### config.mk
export PLATFORM = sky130hd
export DESIGN_NAME = apb_slave_flat
export DESIGN_NICKNAME = d
export VERILOG_FILES = /design/src/rtl/apb_slave_if.sv /design/src/rtl/apb_slave.sv /design/src/flat_wrapper.sv
export SDC_FILE = /design/constraint.sdc
export NUM_CORES = 1
export LEC_CHECK = 0
export ABC_AREA = 1
export CAP_MARGIN = 20
export CORE_MARGIN = 2
export CORE_UTILIZATION = 50
export CTS_BUF_LIST = sky130_fd_sc_hd__clkbuf_8
export CTS_CLUSTER_SIZE = 10
export DETAILED_ROUTE_END_ITERATION = 8
export PLACE_DENSITY = 0.75
export SKIP_LAST_GASP = 1
export SYNTH_ARGS = -nofsm -noshare
export SYNTH_HDL_FRONTEND = slang
export SYNTH_SLANG_ARGS = --single-unit
### constraint.sdc
create_clock -name PCLK -period 1.85 [get_ports PCLK]
set_input_delay 0.185 -clock PCLK [delete_from_list [all_inputs] [get_ports PCLK]]
set_output_delay 0.185 -clock PCLK [all_outputs]
set_load 0.03 [all_outputs]
### src/rtl/apb_slave_if.sv
// APB bus signals between the peripheral-side completer and its requester.
// Clock and reset stay outside the interface as plain ports.
interface apb_slave_if;
  logic        PSEL;
  logic        PENABLE;
  logic [31:0] PADDR;
  logic        PWRITE;
  logic [31:0] PWDATA;
  logic [3:0]  PSTRB;
  logic [31:0] PRDATA;
  logic        PREADY;
  logic        PSLVERR;

  modport master (
    output PSEL, PENABLE, PADDR, PWRITE, PWDATA, PSTRB,
    input  PRDATA, PREADY, PSLVERR
  );

  modport slave (
    input  PSEL, PENABLE, PADDR, PWRITE, PWDATA, PSTRB,
    output PRDATA, PREADY, PSLVERR
  );
endinterface

### src/rtl/apb_slave.sv
// APB completer with a register bank, byte strobes, read-only ID and error responses.
// Define APB_SLAVE_WAIT_EN to compile in the WAIT state and its WAIT_CYCLES countdown.
module apb_slave #(
  parameter int unsigned NUM_REGS    = 16,
  parameter logic [31:0] BASE_ADDR   = 32'h0000_0000,
  parameter int unsigned WAIT_CYCLES = 2,
  parameter logic [31:0] ID_VALUE    = 32'hA9B0_0001
) (
  input logic        PCLK,
  input logic        PRESETn,
  apb_slave_if.slave bus
);

  localparam int unsigned IdxW = $clog2(NUM_REGS);

`ifdef APB_SLAVE_WAIT_EN
  typedef enum logic [1:0] {StIdle, StWait, StReady} state_e;
  logic [3:0] r_cnt;
`else
  typedef enum logic [0:0] {StIdle, StReady} state_e;
  logic w_unused_wait;
  assign w_unused_wait = |WAIT_CYCLES;
`endif

  state_e          r_state;
  logic [31:0]     r_regs [NUM_REGS];
  logic [31:0]     r_prdata;
  logic            r_pready;
  logic            r_pslverr;

  logic [31:0]     w_offset;
  logic            w_in_range;
  logic            w_aligned;
  logic [IdxW-1:0] w_index;
  logic            w_is_id;
  logic            w_err;
  logic [31:0]     w_rdata;

  // Decode from the live bus; APB holds address and control stable for the whole transfer.
  always_comb begin
    w_offset   = bus.PADDR - BASE_ADDR;
    w_aligned  = (bus.PADDR[1:0] == 2'b00);
    w_in_range = (w_offset < 32'(NUM_REGS * 4));
    w_index    = w_offset[IdxW+1:2];
    w_is_id    = (w_index == IdxW'(NUM_REGS - 1));
    w_err      = !w_aligned || !w_in_range || (bus.PWRITE && w_is_id);
    w_rdata    = 32'h0;
    if (!w_err && !bus.PWRITE) begin
      w_rdata = w_is_id ? ID_VALUE : r_regs[w_index];
    end
  end

  always_ff @(posedge PCLK or negedge PRESETn) begin
    if (!PRESETn) begin
      r_state   <= StIdle;
      r_prdata  <= 32'h0;
      r_pready  <= 1'b0;
      r_pslverr <= 1'b0;
`ifdef APB_SLAVE_WAIT_EN
      r_cnt     <= 4'd0;
`endif
      for (int i = 0; i < NUM_REGS; i++) begin
        r_regs[i] <= 32'h0;
      end
    end else begin
      unique case (r_state)
        StIdle: begin
          r_prdata  <= 32'h0;
          r_pready  <= 1'b0;
          r_pslverr <= 1'b0;
          if (bus.PSEL && !bus.PENABLE) begin
`ifdef APB_SLAVE_WAIT_EN
            if (WAIT_CYCLES == 0) begin
              r_state   <= StReady;
              r_pready  <= 1'b1;
              r_pslverr <= w_err;
              r_prdata  <= w_rdata;
            end else begin
              r_state <= StWait;
              r_cnt   <= 4'(WAIT_CYCLES);
            end
`else
            r_state   <= StReady;
            r_pready  <= 1'b1;
            r_pslverr <= w_err;
            r_prdata  <= w_rdata;
`endif
          end
        end
`ifdef APB_SLAVE_WAIT_EN
        StWait: begin
          if (!bus.PSEL) begin
            r_state <= StIdle;
            r_cnt   <= 4'd0;
          end else if (r_cnt == 4'd1) begin
            r_state   <= StReady;
            r_cnt     <= 4'd0;
            r_pready  <= 1'b1;
            r_pslverr <= w_err;
            r_prdata  <= w_rdata;
          end else begin
            r_cnt <= r_cnt - 4'd1;
          end
        end
`endif
        StReady: begin
          r_state   <= StIdle;
          r_prdata  <= 32'h0;
          r_pready  <= 1'b0;
          r_pslverr <= 1'b0;
          // An aborted transfer (PSEL low) must not commit.
          if (bus.PSEL && bus.PWRITE && !w_err) begin
            for (int i = 0; i < 4; i++) begin
              if (bus.PSTRB[i]) begin
                r_regs[w_index][8*i +: 8] <= bus.PWDATA[8*i +: 8];
              end
            end
          end
        end
        default: r_state <= StIdle;
      endcase
    end
  end

  assign bus.PRDATA  = r_prdata;
  assign bus.PREADY  = r_pready;
  assign bus.PSLVERR = r_pslverr;

endmodule

### src/flat_wrapper.sv
// flat-port wrapper written by rule: the top's interface ports become plain ports
module apb_slave_flat 
#(
  parameter int unsigned NUM_REGS    = 16,
  parameter logic [31:0] BASE_ADDR   = 32'h0000_0000,
  parameter int unsigned WAIT_CYCLES = 2,
  parameter logic [31:0] ID_VALUE    = 32'hA9B0_0001
)
  (PCLK, PRESETn, bus_PSEL, bus_PENABLE, bus_PADDR, bus_PWRITE, bus_PWDATA, bus_PSTRB, bus_PRDATA, bus_PREADY, bus_PSLVERR);
  apb_slave_if bus_i ();
  input logic PCLK;
  input logic PRESETn;
  input wire logic [$bits(bus_i.PSEL)-1:0] bus_PSEL;
  input wire logic [$bits(bus_i.PENABLE)-1:0] bus_PENABLE;
  input wire logic [$bits(bus_i.PADDR)-1:0] bus_PADDR;
  input wire logic [$bits(bus_i.PWRITE)-1:0] bus_PWRITE;
  input wire logic [$bits(bus_i.PWDATA)-1:0] bus_PWDATA;
  input wire logic [$bits(bus_i.PSTRB)-1:0] bus_PSTRB;
  output wire logic [$bits(bus_i.PRDATA)-1:0] bus_PRDATA;
  output wire logic [$bits(bus_i.PREADY)-1:0] bus_PREADY;
  output wire logic [$bits(bus_i.PSLVERR)-1:0] bus_PSLVERR;
  assign bus_i.PSEL = bus_PSEL;
  assign bus_i.PENABLE = bus_PENABLE;
  assign bus_i.PADDR = bus_PADDR;
  assign bus_i.PWRITE = bus_PWRITE;
  assign bus_i.PWDATA = bus_PWDATA;
  assign bus_i.PSTRB = bus_PSTRB;
  assign bus_PRDATA = bus_i.PRDATA;
  assign bus_PREADY = bus_i.PREADY;
  assign bus_PSLVERR = bus_i.PSLVERR;
  apb_slave #(.NUM_REGS(NUM_REGS), .BASE_ADDR(BASE_ADDR), .WAIT_CYCLES(WAIT_CYCLES), .ID_VALUE(ID_VALUE)) u_core (.PCLK(PCLK), .PRESETn(PRESETn), .bus(bus_i));
endmodule
**Word-level counts from Yosys, hierarchy flattened**

Index checks and enable logic that the tools add are counted.

- Flip-flop bits (word level): 546
- Input bits: 73
- Output and inout port bits: 34
- Word-level logic and storage cells: 73

- Magnitude comparators: 3
- Equality and inequality tests: 1
- Muxes and demuxes: 33
- Bitwise gates (word level): 2
- Reduce and logical (&&, ||, !) cells: 15

Operators with widths:

| kind | number |
|---|---|
| $mux 512 | 10 |
| $bwmux 512 | 4 |
| $demux 32 s4 | 4 |
| $mux 32 | 6 |
| $bmux 32 s4 | 1 |
| $pmux 32 s2 | 1 |
| $lt 32x7->1 const B | 1 |
| $mux 24 | 1 |
| $mux 16 | 1 |
| $mux 8 | 1 |
| $logic_and 1x1->1 | 6 |
| $ge 5x5->1 const B | 1 |
| $logic_not 1->1 | 5 |
| $lt 5x1->1 const B | 1 |
| $not 4->5 | 1 |
| $eq 4x4->1 const B | 1 |
| $pmux 1 s2 | 2 |
| $logic_not 2->1 | 1 |
| $logic_or 1x1->1 | 2 |
| $mux 1 | 2 |
| $reduce_and 2->1 | 1 |
| $not 1->1 | 1 |

**Logic depth before layout (Yosys ltp)**

Gate-level depths: netlist of the first run.

- Word-level depth: 19
- Depth in mapped cells: 11
- Mapped depth without buffers: 9

**Worst setup path after synthesis of the first run**

OpenSTA, ideal clock, no wires.

- Path kind: reg2reg
- Start point: reg u_core.r_state
- End point: reg u_core.r_regs[481] (netlist name)
- Library setup time: 118 ps
- Arrival: 1661 ps
- Required time: 1732 ps
- Path slack: 71 ps
- Stages on the path, launching flop included: 7
- Buffers on the path: 1
- Period minus slack after synthesis: 1779 ps
- Cell sequence: dfrtp_1 -> nand3_1 -> clkinv_1 -> clkbuf_1 -> nand4_1 -> nand2_1 -> nand2_1

- Cells in the longest elaborated chain, start to end: 1

RTL lines:

| what | RTL line | RTL |
|---|---|---|
| start: declaration | apb_slave.sv:25 | `state_e r_state;` |
| start signal: assignment | apb_slave.sv:55 | `r_state <= StIdle;` |
| start signal: assignment | apb_slave.sv:83 | `r_state <= StReady;` |
| start signal: assignment | apb_slave.sv:107 | `r_state <= StIdle;` |
| $reduce_and 2->1 (no line) | n/a |  |
| end signal: indexed assignment | apb_slave.sv:115 | `r_regs[w_index][8*i +: 8] <= bus.PWDATA[8*i +: 8];` |
| end: declaration | apb_slave.sv:26 | `logic [31:0] r_regs [NUM_REGS];` |

No other way between the ends.
A chain may end at the register's enable or synchronous reset.

**Final worst setup path of the first run**

- Start point: reg u_core.r_prdata[15] (netlist: u_core.bus.PRDATA[15])
- End point: out bus_PRDATA[15]

RTL lines:

| what | RTL line | RTL |
|---|---|---|
| start: declaration | apb_slave.sv:27 | `logic [31:0] r_prdata;` |
| start signal: assignment | apb_slave.sv:86 | `r_prdata <= w_rdata;` |
| end: declaration | flat_wrapper.sv:19 | `output wire logic [$bits(bus_i.PRDATA)-1:0] bus_PRDATA;` |

No word-level cell between the ends.

==> out/qor.yml, run 1 <==
logic_synthesis:
  synthesis.yosys.warnings: 0
  synth-seq-cells: 539
  netlist_area_before_placement_um2: 25600
  postSynth.topFlopCell: "sky130_fd_sc_hd__dfrtp_1"
  seq_area_frac_synth_pct: 52.8
  synthDistinctLibCells: 23
  postSynth.asyncResetShare_pct: 100
  synthesis.instances: 3057
  mappedNetlistNets: 3130
  synth_edf_count: 0
  synth.avg_cell_area_um2: 8.36
floorplan:
  row_count: 82
  die_width_um: 230
  floorplan.initialDensity_pct: 50.9
  die_area_um2: 53000
  core_area_um2: 50300
  ioPinCount: 107
  die_y_um: 230
final_layout:
  most-common-layout-cells: "1,307 x sky130_fd_sc_hd__nand2_1, 539 x sky130_fd_sc_hd__dfrtp_1, 527 x sky130_fd_sc_hd__nand4_1, 251 x sky130_fd_sc_hd__buf_4, 238 x sky130_fd_sc_hd__a22oi_1"
  layout.nets: 3339
  layoutNonFillerInstCount: 4001
  area.growth.synth_to_final_pct: 21.1
  final_common_cell: "sky130_fd_sc_hd__nand2_1"
  final_core_utilization_pct: 61.6
  drive_gt1_share_pct: 14.5
grt:
  number_of_antenna_violations_at_the_first_check_in_global_routing: 1
  first_pass_grt_wire_length_um: 137000
  all_layer_gr_usage_pct: 32.5
  grt.overflow.total: 0
  via_count_of_the_first_global_routing_pass: 24800
  grt_max_degree: 77
pwr:
  vdd_drop_max_v: 0.000420
  fin_total_pwr_mw: 23.9
  power.leakage_nw: 16.7
  power-per-cell-area_nw_per_um2: 772
detailed_routing:
  routed_wire_length_per_instance_um: 21.6
  dr_total_vias: 25400
  route.detailed.vias_per_inst: 6.36
  route.final.wire_length_um: 86400
  dr.first_iter.drc_count: 3925
  drc: 0
  postRouteAntennaNets: 0
  total_iterations_of_the_first_detailed_routing_run: 7
sta:
  max_fclk_mhz: 549
  timing.final.crit_period_ps: 1820
  post-route-worst-setup-slack_ps: 27.2
  worstMarginPinSlew_ps: 541
  finalCritPeriodShare_pct: 98.5
  fin_skew_ps: 23.7
  report.final.hold_viol_count: 0
  report.final.slew_viol_count: 0
  setup_total_negative_slack_ps: 0
  rsz0062_at_grt: "false"
  final_setup_violation_count: 0
  maxSlewHeadroom_pct: 64.0
place:
  hpwl_um: 56300
  place.gp.congestion: 0.909
  dp_slack_ps: -526
  numPlacedInstances: 3844
  port_buffers: 106
worst_setup_path:
  worst-path-max-fanout: 1
  worst_setup_path_start_kind: "flip-flop"
  path_class: "flip-flop to output port"
  critical_path.cell_chain: "dlygate4sd2_1"
  cp_data_arrival_time_ps: 1640
  crit_path_end_kind: "output port"
  path_buf_inv: 1
  cp.required_ps: 1660
  crit_family: "flip-flops"
  crit_path_max_incr_delay_ps: 500
  crit_path_top_delay_cell: "sky130_fd_sc_hd__dfrtp_1"
clocking:
  cts_setup_buffers: 0
  clock_tree_from_tritoncts: "done"
  clockRootBuffer: "sky130_fd_sc_hd__clkbuf_8"
  cts_max_path_buffers: 3
  cts.htree.levels: 3
  clk-insertion-delay-late_ps: 690
  clk_pin_slew_worst_paths_ps: 70
  tritoncts_num_sinks: 539
  numCtsBuffers: 87
outcome:
  status: "finished clean"
min_path:
  hold_path.class: "primary input to async pin"
run:
  timing.max_cap.violations: 0
-- kinds of logic after synthesis --
logic type	synth area share, %
AND/OR/NAND/NOR	35.0
AO/OA/AOI/OAI	7.05
buffers and inverters	5.21
flip-flops	52.8
-- flip-flops by register name, summed over array words and instances, names as in the netlist --
register,cells
u_core.bus.PSLVERR,1
u_core.r_regs,505
u_core.bus.PRDATA,32
u_core.r_state,1
-- per-stage QoR --
stage | hold WS [ps] | area [um^2]
floorplan | -111 | 25600
global placement | 148 | 29200
detailed placement | 160 | 29200
CTS | 25.1 | 30900
global route | 51.5 | 31000
finish | 32.9 | 31000
-- cells in the mapped netlist, types with 8 or more instances --
library cell	count	area [um^2]
sky130_fd_sc_hd__nor2_1	92	345
sky130_fd_sc_hd__dfrtp_1	539	13500
sky130_fd_sc_hd__clkbuf_1	205	769
sky130_fd_sc_hd__nor2_2	8	50.1
sky130_fd_sc_hd__nand2_1	1307	4910
sky130_fd_sc_hd__buf_2	59	295
sky130_fd_sc_hd__nand4_1	527	3300
sky130_fd_sc_hd__nand4_2	20	250
sky130_fd_sc_hd__a22oi_1	238	1790
sky130_fd_sc_hd__buf_4	22	165
-- path summary, 6_finish.rpt --
check,to,slack [ps],cells after the start,from
hold reg to reg,u_core.r_regs[28]$_DFFE_PN0P_,380,0,u_core.r_regs[28]$_DFFE_PN0P_
hold / removal,u_core.r_regs[369]$_DFFE_PN0P_,30,2,PRESETn
max in group asynchronous,u_core.r_regs[395]$_DFFE_PN0P_,1020,3,PRESETn
setup reg to reg,u_core.bus.PRDATA[17]$_DFF_PN0_,90,4,u_core.r_state$_DFF_PN0_
min in group PCLK,u_core.bus.PSLVERR$_DFF_PN0_,270,3,bus_PENABLE
setup / recovery,bus_PRDATA[15],30,1,u_core.bus.PRDATA[15]$_DFF_PN0_
-- area by class of cell --
cell class	instances	area [um^2]
clock buffer	107	1470
sequential	539	13500
inverter	14	57.6
timing repair buffer	415	4060
fill	4152	19300
antenna	1	2.50
tap	672	841
clock inverter	44	238
multi-input combinational	2209	10800
-- power breakdown --
| group | leakage, nW | total [mW] | internal (mW) | switching (mW) |
|---|---|---|---|---|
| Sequential | 7.53 | 11.8 | 11.8 | 0.00200 |
| Clock | 0.996 | 10.3 | 5.46 | 4.85 |
| Combinational | 8.16 | 1.80 | 0.526 | 1.28 |
| Total | 16.7 | 23.9 | 17.8 | 6.13 |
-- per-layer routing --
metal,part of all wire [%],track usage (%),vias to the layer above
met4,3.9,14.9,0
met2,45,48.9,1777
met1,40,45.1,12400
li1,-,-,11000
met3,11,6.94,258
met5,0,0,-
-- timing repair --
| item | 4_1_cts | 5_1_grt |
|---|---|---|
| hold buffers | 5 | 0 |
| gates resized for setup | 34 | 3 |
| pin swaps | 0 | 1 |
| endpoints found under the setup margin | 34 | 40 |
| endpoints found under the hold margin | 585 | 0 |
No activity file was read; power rests on OpenSTA's default activity.
==> run 2: changes to the inputs <==
Settings changed: CELL_PAD_IN_SITES_DETAIL_PLACEMENT from default to 1, CELL_PAD_IN_SITES_GLOBAL_PLACEMENT from default to 1, CORE_UTILIZATION 50 to 48, PLACE_DENSITY 0.75 to 0.89, SLEW_MARGIN from default to 5.
==> run 2 against run 1 <==
The run now fails in global routing; synthesized cell count is the same; synthesized area is the same.
==> out/qor.yml, run 2 <==
grt:
  grt.overflow.total: 102
  all_layer_gr_usage_pct: 85.2
  number_of_antenna_violations_at_the_first_check_in_global_routing: 29
  grt_max_degree: 97
place:
  port_buffers: 106
  place.gp.congestion: 0.880
  hpwl_um: 68200
logic_synthesis:
  synth.avg_cell_area_um2: 8.36
  synth_edf_count: 0
  synthesis.instances: 3057
  netlist_area_before_placement_um2: 25600
  synthesis.yosys.warnings: 0
  synth-seq-cells: 539
  postSynth.asyncResetShare_pct: 100
  synth_top_area_cell: "sky130_fd_sc_hd__dfrtp_1"
  synth_top_cell_area_share_pct: 52.8
  seq_area_frac_synth_pct: 52.8
  postSynth.topFlopCell: "sky130_fd_sc_hd__dfrtp_1"
  synthTopCellsByCount: "1,307 x sky130_fd_sc_hd__nand2_1, 539 x sky130_fd_sc_hd__dfrtp_1, 527 x sky130_fd_sc_hd__nand4_1"
  synthDistinctLibCells: 23
  synth.most_common_cell: "sky130_fd_sc_hd__nand2_1"
  mappedNetlistNets: 3130
  synth.top_cells.by_area: "sky130_fd_sc_hd__dfrtp_1 53%, sky130_fd_sc_hd__nand2_1 19%, sky130_fd_sc_hd__nand4_1 13%"
floorplan:
  floorplan.initialDensity_pct: 48.6
  die_y_um: 235
  ioPinCount: 107
  die_width_um: 235
  row_count: 84
outcome:
  run.stop_error: "[ERROR GRT-0232] Routing congestion too high. Check the congestion heatmap in the GUI."
  stop_stage: "global routing"
  status: "aborted with a tool error"
clocking:
  cts_max_path_buffers: 3
  tritoncts_num_sinks: 539
  cts.htree.levels: 3
  clockRootBuffer: "sky130_fd_sc_hd__clkbuf_8"
  numCtsBuffers: 93
sta:
  worstEndpointType: "register data pin"
  grt-worst-endpoint: "u_core.r_regs[195]$_DFFE_PN0P_/D"
-- run 2: cells by family after synthesis --
kind of cell	synth area share, %
AOI/OAI and AO/OA	7.05
buffers and inverters	5.21
and+or+nand+nor	35.0
DFF	52.8
-- run 2: metal layers --
layer	GRT usage [%]	overflow
met4	84.4	40
met1	83.0	5
met3	80.6	13
met2	93.6	41
met5	66.8	3
-- run 2: stage by stage --
| stage | setup WS, ps | cell area (um^2) | hold WS, ps | utilization, % | std cells |
|---|---|---|---|---|---|
| detailed placement | -1050 | 29700 | 101 | 56.4 | 3871 |
| CTS | 10.9 | 31800 | 15.1 | 60.4 | 4044 |
| floorplan | 71.0 | 25600 | -111 | - | 3057 |
| global placement | -841 | 29700 | 94.6 | 56.4 | 3871 |
-- run 2: repair_timing --
item,in CTS
pin swaps,3
hold endpoints to repair,570
endpoints found under the setup margin,511
resized for setup,44
setup buffers,5
hold buffers,5
gates cloned,4
==> run 3: changes to the inputs <==
Settings changed: CELL_PAD_IN_SITES_DETAIL_PLACEMENT 1 to default, CELL_PAD_IN_SITES_GLOBAL_PLACEMENT 1 to default, CORE_UTILIZATION 48 to 35, CTS_BUF_LIST sky130_fd_sc_hd__clkbuf_8 to default, CTS_CLUSTER_SIZE 10 to default, PLACE_DENSITY 0.89 to default, PLACE_DENSITY_LB_ADDON from default to 0.15.
==> run 3 against run 2 <==
The run now ends clean.
==> out/qor.yml, run 3 (synthesis gave the netlist of run 1 again) <==
detailed_routing:
  route.detailed.vias_per_inst: 5.67
  postRouteAntennaNets: 0
  dr.first_iter.drc_count: 2657
  total_iterations_of_the_first_detailed_routing_run: 6
  dr_total_vias: 24400
  routed_wire_length_per_instance_um: 22.8
  route.final.wire_length_um: 98000
  drc: 0
worst_setup_path:
  timing.rr.end: "u_core.r_regs[237]$_DFFE_PN0P_"
  worst_setup_path_start_kind: "flip-flop"
  timing.reg2reg.setup_slack_ps: 100
  crit-reg2reg-launch: "u_core.r_state$_DFF_PN0_"
  crit_path_top_delay_cell: "sky130_fd_sc_hd__clkdlybuf4s50_1"
  critical_path.cell_chain: "clkdlybuf4s50_1"
  crit_family: "buffers and inverters"
  timing.reg2reg.worst_path_depth: 9
  worst-path-max-fanout: 1
  crit_path_end_kind: "output port"
  cp_data_arrival_time_ps: 1620
  cp.required_ps: 1660
  crit_path_max_incr_delay_ps: 670
  path_class: "flip-flop to output port"
  startpoint: "u_core.bus.PRDATA[18]$_DFF_PN0_"
  path_buf_inv: 1
final_layout:
  drive_gt1_share_pct: 15.3
  largest_register: "u_core.r_regs"
  layout.nets: 3362
  most-common-layout-cells: "1,307 x sky130_fd_sc_hd__nand2_1, 539 x sky130_fd_sc_hd__dfrtp_1, 527 x sky130_fd_sc_hd__nand4_1, 282 x sky130_fd_sc_hd__buf_4, 238 x sky130_fd_sc_hd__a22oi_1"
  area.growth.synth_to_final_pct: 26.9
  largest_reg_flops: 505
  post-route-cell-area_um2: 32400
  final_common_cell: "sky130_fd_sc_hd__nand2_1"
  layoutNonFillerInstCount: 4298
floorplan:
  ioPinCount: 107
  row_count: 99
  floorplan.initialDensity_pct: 35.2
  die_y_um: 274
  die_area_um2: 75200
  core_area_um2: 72600
  die_width_um: 274
clocking:
  cts_max_path_buffers: 3
  clock_tree_from_tritoncts: "done"
  tritoncts_num_sinks: 539
  clk-insertion-delay-late_ps: 630
  clk_pin_slew_worst_paths_ps: 60
  numCtsBuffers: 59
  clockRootBuffer: "sky130_fd_sc_hd__clkbuf_16"
  cts.htree.levels: 2
min_path:
  min_delay_startpoint: "bus_PSTRB[1]"
  hold_path.class: "primary input to flip-flop"
  hold_path_depth: 3
  hold-path-endpoint: "u_core.r_regs[459]$_DFFE_PN0P_"
sta:
  report.final.slew_viol_count: 0
  finalCritPeriodShare_pct: 97.4
  max_fclk_mhz: 555
  setup_total_negative_slack_ps: 0
  report.final.hold_viol_count: 0
  final_setup_violation_count: 0
  worstMarginPinSlew_ps: 561
  rsz0062_at_grt: "false"
  timing.final.crit_period_ps: 1800
  fin_skew_ps: 21.2
  maxSlewHeadroom_pct: 62.6
grt:
  grt_max_degree: 65
  number_of_antenna_violations_at_the_first_check_in_global_routing: 1
  via_count_of_the_first_global_routing_pass: 23900
  all_layer_gr_usage_pct: 25.4
  grt.overflow.total: 0
  first_pass_grt_wire_length_um: 148000
place:
  total_cell_area_at_the_placement_stage_um2: 30000
  hpwl_um: 63000
  place.gp.congestion: 0.857
  numPlacedInstances: 4171
  port_buffers: 106
pwr:
  vdd_drop_max_v: 0.000698
  power-per-cell-area_nw_per_um2: 802
  power.leakage_nw: 17.1
outcome:
  status: "finished clean"
run:
  timing.max_cap.violations: 0
## run 3: worst max path at each step
stage	end	slack, ps	cells past startpoint
2_1_floorplan	u_core.r_regs[481]$_DFFE_PN0P_	70	6
3_3_place_gp	u_core.bus.PRDATA[10]$_DFF_PN0_	-870	10
3_5_place_dp	u_core.bus.PRDATA[12]$_DFF_PN0_	-860	10
4_1_cts	bus_PRDATA[20]	0.4	1
5_1_grt	bus_PRDATA[27]	0.3	1
6_report	bus_PRDATA[18]	50	1
## run 3: per-layer routing
layer,GRT usage [%],share of wire (%)
met5,0,0
met1,35.2,43
met3,4.39,7.7
met2,40.0,46
met4,9.01,3.2
## run 3: timing repair
action,in CTS,in global routing
cloned,0,10
endpoints found under the hold margin,361,0
setup buffers,1,3
hold buffers,2,0
gates resized for setup,27,27
pin swaps,1,2
setup endpoints to repair,165,451
## run 3: stage by stage
step | worst slack, ps | utilization [%] | total power, mW | hold WS, ps
finish | 48.6 | 44.7 | 26.0 | 37.3
global route | 0.345 | 44.7 | 26.8 | 45.8
CTS | 0.400 | 44.1 | 26.2 | 13.0
detailed placement | -857 | 41.4 | 13.9 | 124
global placement | -867 | 41.4 | 13.9 | 120
floorplan | 71.0 | - | 12.6 | -111
## run 3: power breakdown
part	leakage (nW)	switching [mW]	internal, mW
clock	0.985	5.06	7.19
sequential	7.53	0.00186	11.8
combinational	8.60	1.36	0.597
total	17.1	6.42	19.6
## run 3: area by class of cell
cell class,count,area (um^2)
fill,7013,40200
sequential,539,13500
multi-input combinational,2209,10900
timing repair buffer,466,4830
clock buffer,86,1710
tap,959,1200
clock inverter,22,264
inverter,14,57.6
antenna,3,7.51
## run 3: worst register-to-register path, stage by stage (launching register included)
cell and delay [ps]:
sky130_fd_sc_hd__dfrtp_1 410, sky130_fd_sc_hd__nand3_1 110, sky130_fd_sc_hd__buf_4 170, sky130_fd_sc_hd__inv_2 110, sky130_fd_sc_hd__buf_12 170, sky130_fd_sc_hd__buf_12 120
sky130_fd_sc_hd__nand4_1 160, sky130_fd_sc_hd__buf_4 250, sky130_fd_sc_hd__nand2_1 70, sky130_fd_sc_hd__nand2_1 60
